### config.mk
export PLATFORM = sky130hd
export DESIGN_NAME = batrider_video_timing
export DESIGN_NICKNAME = d
export VERILOG_FILES = /design/src/rtl/batrider_video_timing.sv
export SDC_FILE = /design/constraint.sdc
export NUM_CORES = 1
export LEC_CHECK = 0
export ABC_AREA = 1
export CORE_UTILIZATION = 47
export DETAILED_ROUTE_END_ITERATION = 12
export PLACE_DENSITY_LB_ADDON = 0.12
export SYNTH_ARGS = -nofsm -noshare
export SYNTH_HDL_FRONTEND = slang
export SYNTH_SLANG_ARGS = --single-unit
### constraint.sdc
create_clock -name CLK96 -period 1.8 [get_ports CLK96]
set_clock_uncertainty 0.15 [all_clocks]
set_input_delay 0.36 -clock CLK96 [delete_from_list [all_inputs] [get_ports CLK96]]
set_output_delay 0.36 -clock CLK96 [all_outputs]
set_load 0.01 [all_outputs]
### src/rtl/batrider_video_timing.sv
// Raster timing generator for a 432x262 (320x240 visible) display.
// Outputs are registered from next-state counters, so syncs and blanks line up with HCNT/VCNT.
module batrider_video_timing #(
    parameter int unsigned H_TOTAL  = 432,
    parameter int unsigned H_VIS    = 320,
    parameter int unsigned HS_START = 336,
    parameter int unsigned HS_END   = 368,
    parameter int unsigned V_TOTAL  = 262,
    parameter int unsigned V_VIS    = 240,
    parameter int unsigned VS_START = 245,
    parameter int unsigned VS_END   = 248
) (
    input  logic       CLK96,
    input  logic       RESET96,
    input  logic       CEN675,
    output logic [8:0] HCNT,
    output logic [8:0] VCNT,
    output logic       HS,
    output logic       VS,
    output logic       HBLANK,
    output logic       VBLANK,
    output logic       VINT,
    output logic       FRAME
);

    localparam int unsigned CW = 9;

    logic [CW-1:0] hcnt_q, hcnt_d;
    logic [CW-1:0] vcnt_q, vcnt_d;
    logic          hs_q, hs_d;
    logic          vs_q, vs_d;
    logic          hblank_q, hblank_d;
    logic          vblank_q, vblank_d;
    logic          vint_q, vint_d;
    logic          frame_q, frame_d;
    logic          h_wrap, v_wrap;

    // Next-state counters and the decodes derived from them.
    always_comb begin
        h_wrap   = (32'(hcnt_q) == H_TOTAL - 1);
        v_wrap   = (32'(vcnt_q) == V_TOTAL - 1);
        hcnt_d   = h_wrap ? '0 : hcnt_q + CW'(1);
        vcnt_d   = vcnt_q;
        frame_d  = frame_q;
        if (h_wrap) begin
            vcnt_d = v_wrap ? '0 : vcnt_q + CW'(1);
            if (v_wrap) begin
                frame_d = ~frame_q;
            end
        end
        hblank_d = (32'(hcnt_d) >= H_VIS);
        vblank_d = (32'(vcnt_d) >= V_VIS);
        hs_d     = !((32'(hcnt_d) >= HS_START) && (32'(hcnt_d) < HS_END));
        vs_d     = !((32'(vcnt_d) >= VS_START) && (32'(vcnt_d) < VS_END));
        vint_d   = h_wrap && (32'(vcnt_d) == V_VIS);
    end

    // VINT is a strobe: cleared on every non-enabled cycle so it never stretches.
    always_ff @(posedge CLK96) begin
        if (RESET96) begin
            hcnt_q   <= '0;
            vcnt_q   <= '0;
            hs_q     <= 1'b1;
            vs_q     <= 1'b1;
            hblank_q <= 1'b0;
            vblank_q <= 1'b0;
            vint_q   <= 1'b0;
            frame_q  <= 1'b0;
        end else begin
            vint_q <= 1'b0;
            if (CEN675) begin
                hcnt_q   <= hcnt_d;
                vcnt_q   <= vcnt_d;
                hs_q     <= hs_d;
                vs_q     <= vs_d;
                hblank_q <= hblank_d;
                vblank_q <= vblank_d;
                vint_q   <= vint_d;
                frame_q  <= frame_d;
            end
        end
    end

    assign HCNT   = hcnt_q;
    assign VCNT   = vcnt_q;
    assign HS     = hs_q;
    assign VS     = vs_q;
    assign HBLANK = hblank_q;
    assign VBLANK = vblank_q;
    assign VINT   = vint_q;
    assign FRAME  = frame_q;

endmodule

==> results list <==
- Clock Pin Slew Worst Setup and Hold Paths: 0.15 ns
- Category of the most critical setup path: reg2reg
- The floorplan step set the die height to 58.92 um.
* Violation count after the first detailed-routing iteration: 91
- Number of design rule violations left after detail routing: 0
- Sequential element share of the synthesized area: 31.55%
- For the final routed database, the setup TNS stands at -0.02035 ns.
- At the pin with the least slew margin, the transition time is 0.3732 ns.
* H-tree levels: 1
* Clk Tree Root Cell: clkbuf_4
- The initial antenna violation count is 0.
- Max-cap violations in this run came to 0.
- Together, buffers and inverters on the worst path number 2.
- Async set-or-reset flop fraction in the synthesized netlist: 0%
- For this run, the top clock speed supported by timing is 549.3 MHz.
- Post-CTS Hold Fix Bufs: 0
- The first global-routing pass estimated 6541 um of wire.
- Area share of the largest cell type after synthesis: 31.55%
- Post-synthesis cell count: 235
* Setup repair after global routing missed its margin: true
- Traced cell by cell, the critical path runs through ha_4 > nand2_4 > nor2_8 > buf_6 > nand2_1 > o21ai_1 > nand2_1 > inv_1 > nand2_1 > nor2_1 > nand3_1 > nand2_1 > nand2_1.
- Final cell area excluding filler cells: 0.002281 mm2
- In the routed layout, each cell is associated on average with a via count of 5.173.
- At the worst endpoint, the required time is 1.90 ns.
* Total core area: 0.003053 mm2
- Number of endpoints with negative hold slack in the final report: 0
- Broken down by cell family, the worst path's largest delay share belongs to simple AND/OR/NAND/NOR gates.
* Max stage delay on crit path: 0.39 ns
* Yosys synthesis warning count: 0
* Routed wire length per instance: 12.72 um
* Flip-flop and latch count after synthesis: 24
- dfxtp_1 takes more of the synthesized area than any other cell.
- Power density over the cells: 510.6 mW/mm2
- Beginning of the worst register-to-register path: HCNT[1]$_SDFFE_PP0P_
- Levels on crit path: 13
- Counting every sink on the clock net gives 24.
- Setup violators final: 1
* Worst-case setup margin in the final layout: -0.02035 ns
- In the synthesized netlist the dominant register cell turns out to be dfxtp_1.
- Number of clock buffers inserted by TritonCTS: 3
* Violated checks: negative setup slack
- Combined area of all synthesized cells: 0.001523 mm2
* Most numerous cell on the critical path: nand2_1
- Routability-driven placement finished with a final weighted congestion of 0.9072.
- Capturing instance or port of the critical path: HS$_SDFFE_PP1P_
* Width of the chip: 58.92 um
* Number of global-route vias before repair: 1,518
- Global routing finished with a remaining overflow of 0.
- Synthesis produced a netlist with a net count of 241.
- Antenna Nets Post-Route: 0
* Crit path capture type: flip-flop
- Detailed Route WL: 4336 um
* Placed Area: 0.001977 mm2
* First-pass iteration count of the detailed router: 4
- The repair_antennas step left the layout with diodes totalling 0.
- After synthesis, the cell types taking the most area are dfxtp_1 (32%), nand2_1 (17%), inv_1 (6.7%).
* Row cnt: 20
- Worst R2R Setup Slack: -0.02 ns
- Dividing the final minimum period by the clock period gives 101.1%.
* Number of flops mapped to enable cells by yosys: 0
- Arrival @ worst endpoint: 1.92 ns
* Kind of start point of the critical path: flip-flop
* Clk_lat worst skew: 0.33 ns
* Peak fanout along the critical path: 3
- Once the floorplan was initialized, standard cells occupied 49.88% of the core.
- The post-route netlist has 33.67% of its cells at a drive strength greater than 1.
- The run finished, with violations left.
* Maximum number of pins on one net before global-route repair: 19
* Cell types with the highest counts after synthesis: nand2_1 (67), inv_1 (27), dfxtp_1 (24)
- Count of distinct cell types in the synthesized netlist: 31
- The routed layout has 1,764 vias.
- Rel. slew slack: 75.09%
- The endpoint identified for the worst register-to-register timing path is HS$_SDFFE_PP1P_.
- Detailed placer's ending HPWL: 2766 um
* Average footprint of a synthesized cell: 6.480 um2
- The design draws 1165 uW.
- From synthesis to final layout, the design area changed by 49.79%.
* Port buffer count: 26
- Number of cells traversed by the worst register-to-register path: 13
- Post-layout nets: 304
- Leakage power: 0.001164 uW
* Die area: 0.003472 mm2
- For this design, the slowest cell found on the critical path is dfxtp_2.
- Launching instance or port of the critical path: HCNT[1]$_SDFFE_PP0P_
- For this run, the total global-route usage over all layers was measured as 24.72%.
* Count of pins over their slew limit: 0
- CTS max path bufs: 2
- VDD sags by at most 0.3011 mV.
- Leading cell type by number of instances after synthesis: nand2_1
- Boundary Pins: 27
* Fin crit period: 1.820 ns
* HP Class: reg2reg
- CTS tree: built
[layout make-up]
class	count	area, um2
multi-input combinational	174	988.4
tap	44	55.05
fill	257	772.0
inverter	30	112.6
clock buffer	4	36.28
timing repair buffer	65	575.6
sequential	24	513.0
[repair_timing]
| action | CTS | global route |
|---|---|---|
| gates cloned | 0 | 1 |
| endpoints found under the hold margin | 0 | 0 |
| buffers inserted | 7 | 7 |
| setup endpoints to repair | 22 | 19 |
| pin swaps | 3 | 18 |
| resized for setup | 34 | 38 |
[cells in the final DEF, fill, tap and decap left out, types with 3 or more instances in the layout]
master           count
nand2_1             62
buf_4               36
inv_1               25
a21oi_1             18
nand3_1             14
o21ai_0             14
nor2_1              12
dfxtp_2             11
nor2_2              10
dlygate4sd2_1       10
dfxtp_1              8
clkdlybuf4s50_1      8
dlymetal6s2s_1       8
nand2_2              6
dfxtp_4              5
inv_2                5
nor2_4               5
nand4_1              4
a211oi_1             3
nand3_2              3
clkbuf_4             3
[tightest hold or removal path: stages, from the launching register on]
cell and delay [ns]:
dfxtp_1 0.37, a21oi_1 0.07, nand2_1 0.06
[per-stage QoR]
step | utilization (%) | hold slack [ns] | setup slack, ns | std cells
after global routing | 74.71 | 0.4072 | -0.1194 | 341
after global placement | 64.75 | 0.3213 | -0.004539 | 322
after floorplan | - | 0.3620 | 0.004940 | 235
after CTS | 68.85 | 0.3672 | 0.0009535 | 333
after detailed placement | 64.75 | 0.3194 | -0.03548 | 322
final | 74.71 | 0.3633 | -0.02035 | 341
[state kept, by name (all words and copies together) (netlist names)]
name / flops
VBLANK: 1
HBLANK: 1
VCNT: 9
FRAME: 1
HS: 1
VS: 1
VINT: 1
HCNT: 9
[report_power, final]
part	switching [uW]	internal (uW)	leakage (uW)
sequential	30.0	561	0.000205
clock	187	124	0.0000210
combinational	139	124	0.000938
total	356	809	0.00116
[worst min path at each step]
stage	startpoint	end	slack, ns	depth (start not counted)
6_report	VS$_SDFFE_PP1P_	VS$_SDFFE_PP1P_	0.36	2
5_1_grt	HS$_SDFFE_PP1P_	HS$_SDFFE_PP1P_	0.41	2
3_5_place_dp	VS$_SDFFE_PP1P_	VS$_SDFFE_PP1P_	0.32	2
3_3_place_gp	HS$_SDFFE_PP1P_	HS$_SDFFE_PP1P_	0.32	2
4_1_cts	VS$_SDFFE_PP1P_	VS$_SDFFE_PP1P_	0.37	2
2_1_floorplan	HS$_SDFFE_PP1P_	HS$_SDFFE_PP1P_	0.36	2
[cell families after synthesis]
group	after synthesis	share of synthesized area, %
XOR/XNOR	3	1.726
AO/OA/AOI/OAI	43	15.20
AND/OR/NAND/NOR	124	38.46
adder cells (fa/ha/maj)	3	2.465
buffers and inverters	38	10.60
flip-flops	24	31.55
[metal layers]
| layer | track usage, % | share of wire, % | wire [um] |
|---|---|---|---|
| met1 | 35.05 | 47 | 2056 |
| met2 | 37.82 | 46 | 1991 |
| met3 | 2.857 | 5.2 | 224 |
| met4 | 10.54 | 1.5 | 63 |
| met5 | 0 | 0 | 0 |
Power figures use the tool's default switching activity.
